[src/rtl/uart_program_loader.sv]
// Boot loader: receives an 8N1 UART byte stream (16-bit little-endian word count, then
// little-endian 32-bit words), writes each word to memory, then raises top_en for good.
module uart_program_loader #(
    parameter int          CLKS_PER_BIT = 868,
    parameter logic [15:0] BASE_ADDR    = 16'd0
) (
    input  logic        fast_clk,
    input  logic        reset,
    input  logic        uart_rx,
    output logic        mem_en,
    output logic        mem_wen,
    output logic [15:0] mem_addr,
    output logic [31:0] mem_din,
    output logic        top_en,
    output logic        frame_err,
    output logic [15:0] words_loaded
);

    localparam int                CNT_W   = $clog2(CLKS_PER_BIT + 1);
    localparam logic [CNT_W-1:0]  HALF_M1 = CNT_W'(CLKS_PER_BIT / 2 - 1);
    localparam logic [CNT_W-1:0]  FULL_M1 = CNT_W'(CLKS_PER_BIT - 1);

    typedef enum logic [1:0] {
        R_IDLE,
        R_START,
        R_DATA,
        R_STOP
    } rx_state_t;

    typedef enum logic [2:0] {
        L_HDR0,
        L_HDR1,
        L_WORD,
        L_WRITE,
        L_DONE
    } ld_state_t;

    // ---------------------------------------------------------------
    // Input synchronizer (idle-high line, so flops reset to 1)
    // ---------------------------------------------------------------
    logic r_rx_meta;
    logic r_rx_sync;
    logic w_rx;

    always_ff @(posedge fast_clk or posedge reset) begin
        if (reset) begin
            r_rx_meta <= 1'b1;
            r_rx_sync <= 1'b1;
        end else begin
            r_rx_meta <= uart_rx;
            r_rx_sync <= r_rx_meta;
        end
    end

    assign w_rx = r_rx_sync;

    // ---------------------------------------------------------------
    // Receiver FSM
    // ---------------------------------------------------------------
    rx_state_t        r_rx_state;
    rx_state_t        w_rx_state_next;
    logic [CNT_W-1:0] r_clk_cnt;
    logic [2:0]       r_bit_idx;
    logic [7:0]       r_shift;
    logic [7:0]       r_rx_byte;
    logic             r_byte_valid;
    logic             r_frame_err;
    logic             w_cnt_done;
    logic             w_sample_bit;
    logic             w_stop_sample;

    always_ff @(posedge fast_clk or posedge reset) begin
        if (reset) begin
            r_rx_state <= R_IDLE;
        end else begin
            r_rx_state <= w_rx_state_next;
        end
    end

    always_comb begin
        w_rx_state_next = r_rx_state;
        w_cnt_done      = 1'b0;
        w_sample_bit    = 1'b0;
        w_stop_sample   = 1'b0;
        case (r_rx_state)
            R_IDLE: begin
                if (!w_rx) begin
                    w_rx_state_next = R_START;
                end
            end
            R_START: begin
                // Half a bit in: a line that has gone high again was only a glitch.
                w_cnt_done = (r_clk_cnt == HALF_M1);
                if (w_cnt_done) begin
                    w_rx_state_next = w_rx ? R_IDLE : R_DATA;
                end
            end
            R_DATA: begin
                w_cnt_done   = (r_clk_cnt == FULL_M1);
                w_sample_bit = w_cnt_done;
                if (w_cnt_done && (r_bit_idx == 3'd7)) begin
                    w_rx_state_next = R_STOP;
                end
            end
            R_STOP: begin
                w_cnt_done    = (r_clk_cnt == FULL_M1);
                w_stop_sample = w_cnt_done;
                if (w_cnt_done) begin
                    w_rx_state_next = R_IDLE;
                end
            end
            default: begin
                w_rx_state_next = R_IDLE;
            end
        endcase
    end

    always_ff @(posedge fast_clk or posedge reset) begin
        if (reset) begin
            r_clk_cnt    <= '0;
            r_bit_idx    <= '0;
            r_shift      <= '0;
            r_rx_byte    <= '0;
            r_byte_valid <= 1'b0;
            r_frame_err  <= 1'b0;
        end else begin
            if ((r_rx_state == R_IDLE) || w_cnt_done) begin
                r_clk_cnt <= '0;
            end else begin
                r_clk_cnt <= r_clk_cnt + 1'b1;
            end

            if (r_rx_state == R_IDLE) begin
                r_bit_idx <= '0;
            end else if (w_sample_bit) begin
                r_bit_idx <= r_bit_idx + 1'b1;
            end

            // LSB arrives first, so shift in from the top.
            if (w_sample_bit) begin
                r_shift <= {w_rx, r_shift[7:1]};
            end

            if (w_stop_sample && w_rx) begin
                r_rx_byte <= r_shift;
            end

            r_byte_valid <= w_stop_sample && w_rx;

            if (w_stop_sample && !w_rx) begin
                r_frame_err <= 1'b1;
            end
        end
    end

    // ---------------------------------------------------------------
    // Loader FSM
    // ---------------------------------------------------------------
    ld_state_t   r_ld_state;
    ld_state_t   w_ld_state_next;
    logic [15:0] r_count;
    logic [1:0]  r_byte_idx;
    logic [23:0] r_word_asm;
    logic [15:0] r_words;
    logic [15:0] r_mem_addr;
    logic [31:0] r_mem_din;
    logic [15:0] w_words_inc;
    logic [15:0] w_count_full;

    assign w_words_inc  = r_words + 16'd1;
    assign w_count_full = {r_rx_byte, r_count[7:0]};

    always_ff @(posedge fast_clk or posedge reset) begin
        if (reset) begin
            r_ld_state <= L_HDR0;
        end else begin
            r_ld_state <= w_ld_state_next;
        end
    end

    always_comb begin
        w_ld_state_next = r_ld_state;
        case (r_ld_state)
            L_HDR0: begin
                if (r_byte_valid) begin
                    w_ld_state_next = L_HDR1;
                end
            end
            L_HDR1: begin
                if (r_byte_valid) begin
                    w_ld_state_next = (w_count_full == 16'd0) ? L_DONE : L_WORD;
                end
            end
            L_WORD: begin
                if (r_byte_valid && (r_byte_idx == 2'd3)) begin
                    w_ld_state_next = L_WRITE;
                end
            end
            L_WRITE: begin
                w_ld_state_next = (w_words_inc == r_count) ? L_DONE : L_WORD;
            end
            L_DONE: begin
                w_ld_state_next = L_DONE;
            end
            default: begin
                w_ld_state_next = L_HDR0;
            end
        endcase
    end

    always_ff @(posedge fast_clk or posedge reset) begin
        if (reset) begin
            r_count    <= '0;
            r_byte_idx <= '0;
            r_word_asm <= '0;
            r_words    <= '0;
            r_mem_addr <= '0;
            r_mem_din  <= '0;
        end else begin
            case (r_ld_state)
                L_HDR0: begin
                    if (r_byte_valid) begin
                        r_count[7:0] <= r_rx_byte;
                    end
                end
                L_HDR1: begin
                    if (r_byte_valid) begin
                        r_count[15:8] <= r_rx_byte;
                        r_byte_idx    <= '0;
                    end
                end
                L_WORD: begin
                    if (r_byte_valid) begin
                        r_byte_idx <= r_byte_idx + 1'b1;
                        if (r_byte_idx == 2'd3) begin
                            r_mem_din  <= {r_rx_byte, r_word_asm};
                            r_mem_addr <= BASE_ADDR + r_words;
                        end else begin
                            r_word_asm[8*r_byte_idx +: 8] <= r_rx_byte;
                        end
                    end
                end
                L_WRITE: begin
                    r_words <= w_words_inc;
                end
                default: begin
                end
            endcase

            // Once loading is finished the memory bus is parked at zero.
            if (w_ld_state_next == L_DONE) begin
                r_mem_addr <= '0;
                r_mem_din  <= '0;
            end
        end
    end

    assign mem_en       = (r_ld_state == L_WRITE);
    assign mem_wen      = mem_en;
    assign mem_addr     = r_mem_addr;
    assign mem_din      = r_mem_din;
    assign top_en       = (r_ld_state == L_DONE);
    assign frame_err    = r_frame_err;
    assign words_loaded = r_words;

endmodule

[config.mk]
export PLATFORM = sky130hd
export DESIGN_NAME = uart_program_loader
export DESIGN_NICKNAME = d
export VERILOG_FILES = /design/src/rtl/uart_program_loader.sv
export SDC_FILE = /design/constraint.sdc
export NUM_CORES = 1
export LEC_CHECK = 0
export ABC_AREA = 1
export CAP_MARGIN = 20
export CORE_ASPECT_RATIO = 0.6
export CORE_MARGIN = 10
export CORE_UTILIZATION = 50
export DETAILED_ROUTE_END_ITERATION = 8
export HOLD_SLACK_MARGIN = 0.06
export PLACE_DENSITY = 0.72
export REMOVE_ABC_BUFFERS = 1
export SETUP_SLACK_MARGIN = 0.02
export SYNTH_ARGS = -nofsm -noshare
export SYNTH_HDL_FRONTEND = slang
export SYNTH_SLANG_ARGS = --single-unit
[constraint.sdc]
create_clock -name fast_clk -period 8.01 [get_ports fast_clk]
set_input_delay 1.602 -clock fast_clk [delete_from_list [all_inputs] [get_ports fast_clk]]
set_output_delay 1.602 -clock fast_clk [all_outputs]
set_load 0.01 [all_outputs]
==> metrics.md <==
| Metric | Value |
|---|---|
| Crit-path max FO | 24 |
| Final total negative setup slack | 0 ns |
| Result of the run | finished clean |
| Total of hold buffers inserted after clock tree synthesis | 0 |
| First-pass GRT wire length | 27200 µm |
| Post-synth EDFFs | 0 |
| Post-Route WL | between 15000 and 20000 µm |
| Combinational share of power | less than 1% |
| Number of rows created at floorplan | 32 |
| Period utilisation layout | 43.9% |
| Top cells by instance count after synthesis | 142 x sky130_fd_sc_hd__dfrtp_1, 131 x sky130_fd_sc_hd__nand2_1, 130 x sky130_fd_sc_hd__nor2_1 |
| Clock insertion delay at the later pin of the skew report | around 0.42 ns |
| Kind of end point of the critical path | output pin |
| Count of yosys warnings during synthesis | 0 |
| GR Overflow Total | 0 |
| Post-place setup slack | about 4.4 ns |
| Initial core utilization | between 50% and 60% |
| Main area contributors after synthesis | sky130_fd_sc_hd__dfrtp_1 54%, sky130_fd_sc_hd__nand2_1 7.4%, sky130_fd_sc_hd__nor2_1 7.4% |
| Top-level I/O count | slightly above 70 |
| Cell Pwr Density | 203 nW/µm² |
| Category of the worst setup path launch point | flop |
| Internal power consumption | about 1.3 mW |
| Clock buffer depth | 2 |
| Clock tree from TritonCTS | done |
| Max-Cap Viols | 0 |
| GPL Wtd Cong | 0.841 |
| Worst-path clk slew | 0.06 ns |
| Vert. Die Dim | approximately 110 µm |
| Relative contribution of the clock network to total power | around 55% |
| Worst Setup Path Type | reg -> out |
| Per-cell routed wire length | roughly 16 µm |
| Post-place instance area | between 7000 and 8000 µm² |
| Worst Path Required | 6.41 ns |
| Transition time at the pin with the least slew margin | 1.05 ns |
| Level count of the clock H-tree | 4 |
| Netlist area before placement | between 6000 and 7000 µm² |
| Highest Clock Rate | ~0.28 GHz |
| Arrival time of the worst setup path | 1.91 ns |
| VDD IR-drop max | approximately 0.17 mV |
| Dpl hpwl | 11100 µm |
| Time the worst path needs with I/O delays and setup | around 3.5 ns |
| Final setup violation count | 0 |
| Number of buffers and inverters on the critical path | 3 |
| Critical-path cell list | inv_1, nor3_2, buf_4, clkdlybuf4s50_1 |
| Die extent in x | 168 µm |
| Via count of the first global-routing pass | approximately 5400 |
| Final Slew Violations | 0 |
| Ys async rst share | 100% |
| Ant diodes | 0 |
| Share of final-layout standard cells stronger than drive strength 1 | under 10% |
| Biggest area consumer among synthesized cells | sky130_fd_sc_hd__dfrtp_1 |
| First-pass iteration count of the detailed router | 8 |
| Core region area | between 10000 and 15000 µm² |
| Initial DRC Count | ~500 |
| Fraction of synthesized cell area taken by the top area cell type | a little over half |
| Top-count cell post-synth | sky130_fd_sc_hd__dfrtp_1 |
| Worst clock skew | approximately 0.012 ns |
| CP peak stage delay | 0.59 ns |
| P_leak | 3.64 nW |
| CTS buffer count | 17 |
| Setup repair after global routing missed its margin | no |
| Detailed-route DRC error count | 0 |
| Gate family responsible for the most delay along the worst path | buffers and inverters |
| Share of synthesized area occupied by flip-flops and latches | between 50% and 60% |
| Final instance area | around 8100 µm² |
| Max_slew headroom | approximately 30% |
| Post-layout nets | 870 |
| Routed vias/inst | between 5 and 6 |
| Sequential power share | between 40 and 50% |
| Switching power summed over all nets | about 320 µW |
| Worst path slowest cell | sky130_fd_sc_hd__clkdlybuf4s50_1 |
| GRT Resource Usage Total | 18.2% |
| Fill cell count | between 1000 and 1500 |
| Average size of a mapped cell | between 8 and 9 µm² |
| Synth-to-layout area growth | 22.7% |
| Die Area | about 18000 µm² |
| Smallest setup slack after layout | roughly 4.5 ns |
| Vias after detailed routing | between 5000 and 6000 |
| Post-CTS setup repair buffer count | 0 |
| Overall power of the completed layout | about 1.6 mW |
| Sink Count | between 100 and 150 |
| Antenna Nets Post-Route | 0 |
| Initial antenna violation count | 0 |
| Resized cells post-CTS | 0 |
| Switching share of power | approximately 20% |
| Commonest register cell after synthesis | sky130_fd_sc_hd__dfrtp_1 |
| Gate count after technology mapping | between 700 and 800 |
| Number of hold violations in the final report | 0 |
| Number of flip-flops and latches in the synthesized netlist | approximately 140 |
| Clock root buffer | sky130_fd_sc_hd__clkbuf_16 |
| Largest net degree at the start of global routing | 81 |
| Count of cell types in the netlist | 32 |
| Worst hold-check path type | reg -> reg |
| Count of input and output buffers | 70 |
[layout by cell type (no fill, tap or decap), types with 3 or more instances in the layout]
cell,netlist,routed
sky130_fd_sc_hd__ha_1,10,10
sky130_fd_sc_hd__nor4_1,5,5
sky130_fd_sc_hd__clkdlybuf4s50_1,0,70
sky130_fd_sc_hd__dfrtp_1,142,142
sky130_fd_sc_hd__clkbuf_16,0,17
sky130_fd_sc_hd__buf_4,1,3
sky130_fd_sc_hd__bufinv_16,0,6
sky130_fd_sc_hd__a21oi_1,54,54
sky130_fd_sc_hd__inv_6,0,4
sky130_fd_sc_hd__xor2_1,4,4
sky130_fd_sc_hd__clkinv_2,0,3
sky130_fd_sc_hd__nor3_1,11,10
sky130_fd_sc_hd__nand3b_1,4,4
sky130_fd_sc_hd__inv_1,98,97
sky130_fd_sc_hd__nand3_1,53,53
sky130_fd_sc_hd__nor2_1,130,130
sky130_fd_sc_hd__nand2_1,131,130
sky130_fd_sc_hd__nand4_1,22,22
sky130_fd_sc_hd__o21ai_0,79,79
[final cells by class]
type	instances	area, µm²	share of cell area (%)
well taps	170	213	2.62
flip-flops and latches	144	3610	44.5
repair buffers	73	723	8.92
multi-input cells	522	2510	31.0
inverters	99	377	4.65
clock buffers	19	443	5.46
clock inverters	13	230	2.84
[metrics by stage]
stage	utilization [%]	cells	hold slack, ns
after floorplan	-	765	0.345
after global placement	57.6	1008	0.348
after detailed placement	57.6	1008	0.348
after CTS	62.9	1040	0.357
after global routing	62.9	1040	0.364
final	62.9	1040	0.355
[flip-flops by register name, summed over array words and instances, names as in the netlist, named ones only]
signal        count
r_count          16
r_rx_state        1
mem_din          32
mem_addr         16
words_loaded     16
r_byte_idx        2
r_rx_byte         8
r_rx_sync         1
r_ld_state        3
r_clk_cnt        10
r_rx_meta         1
frame_err         1
r_word_asm       24
r_bit_idx         3
r_byte_valid      1
r_shift           8
[routing by layer]
layer	vias to the layer above	wire length [µm]	track usage, %
met3	21	1260	5.21
met5	-	0	0
met1	2654	7480	24.2
li1	2703	-	-
met4	0	206	5.26
met2	207	7260	28.7
[power groups by stage]
stage	registers, mW	logic, mW	clock network, mW
floorplan	0.742	0.0109	0
global placement	0.742	0.0162	0
detailed placement	0.742	0.0167	0
CTS	0.729	0.0167	0.912
global route	0.728	0.0185	0.948
finish	0.729	0.0154	0.902
[kinds of logic after synthesis]
family | Yosys count | share of synthesized area [%]
AND/OR/NAND/NOR | 364 | 23.7
flip-flops | 144 | 54.6
AO/OA/AOI/OAI | 139 | 10.7
buffers and inverters | 126 | 7.50
adder cells (fa/ha/maj) | 10 | 1.89
XOR/XNOR | 6 | 1.23
multiplexers | 3 | 0.473
[worst paths after layout]
check / end / slack, ns / depth (start not counted) / startpoint
setup / recovery: mem_en / 4.49 / 4 / r_ld_state[0]$_DFF_PP0_
hold / removal: r_rx_sync$_DFF_PP1_ / 0.35 / 0 / r_rx_meta$_DFF_PP1_
setup reg to reg: mem_din[14]$_DFFE_PP0P_ / 4.83 / 12 / words_loaded[0]$_DFFE_PP0P_
hold reg to reg: r_rx_sync$_DFF_PP1_ / 0.35 / 0 / r_rx_meta$_DFF_PP1_
max in group asynchronous: words_loaded[10]$_DFFE_PP0P_ / 4.96 / 3 / reset
min in group asynchronous: mem_din[7]$_DFFE_PP0P_ / 1.62 / 2 / reset
Power figures use the tool's default switching activity.
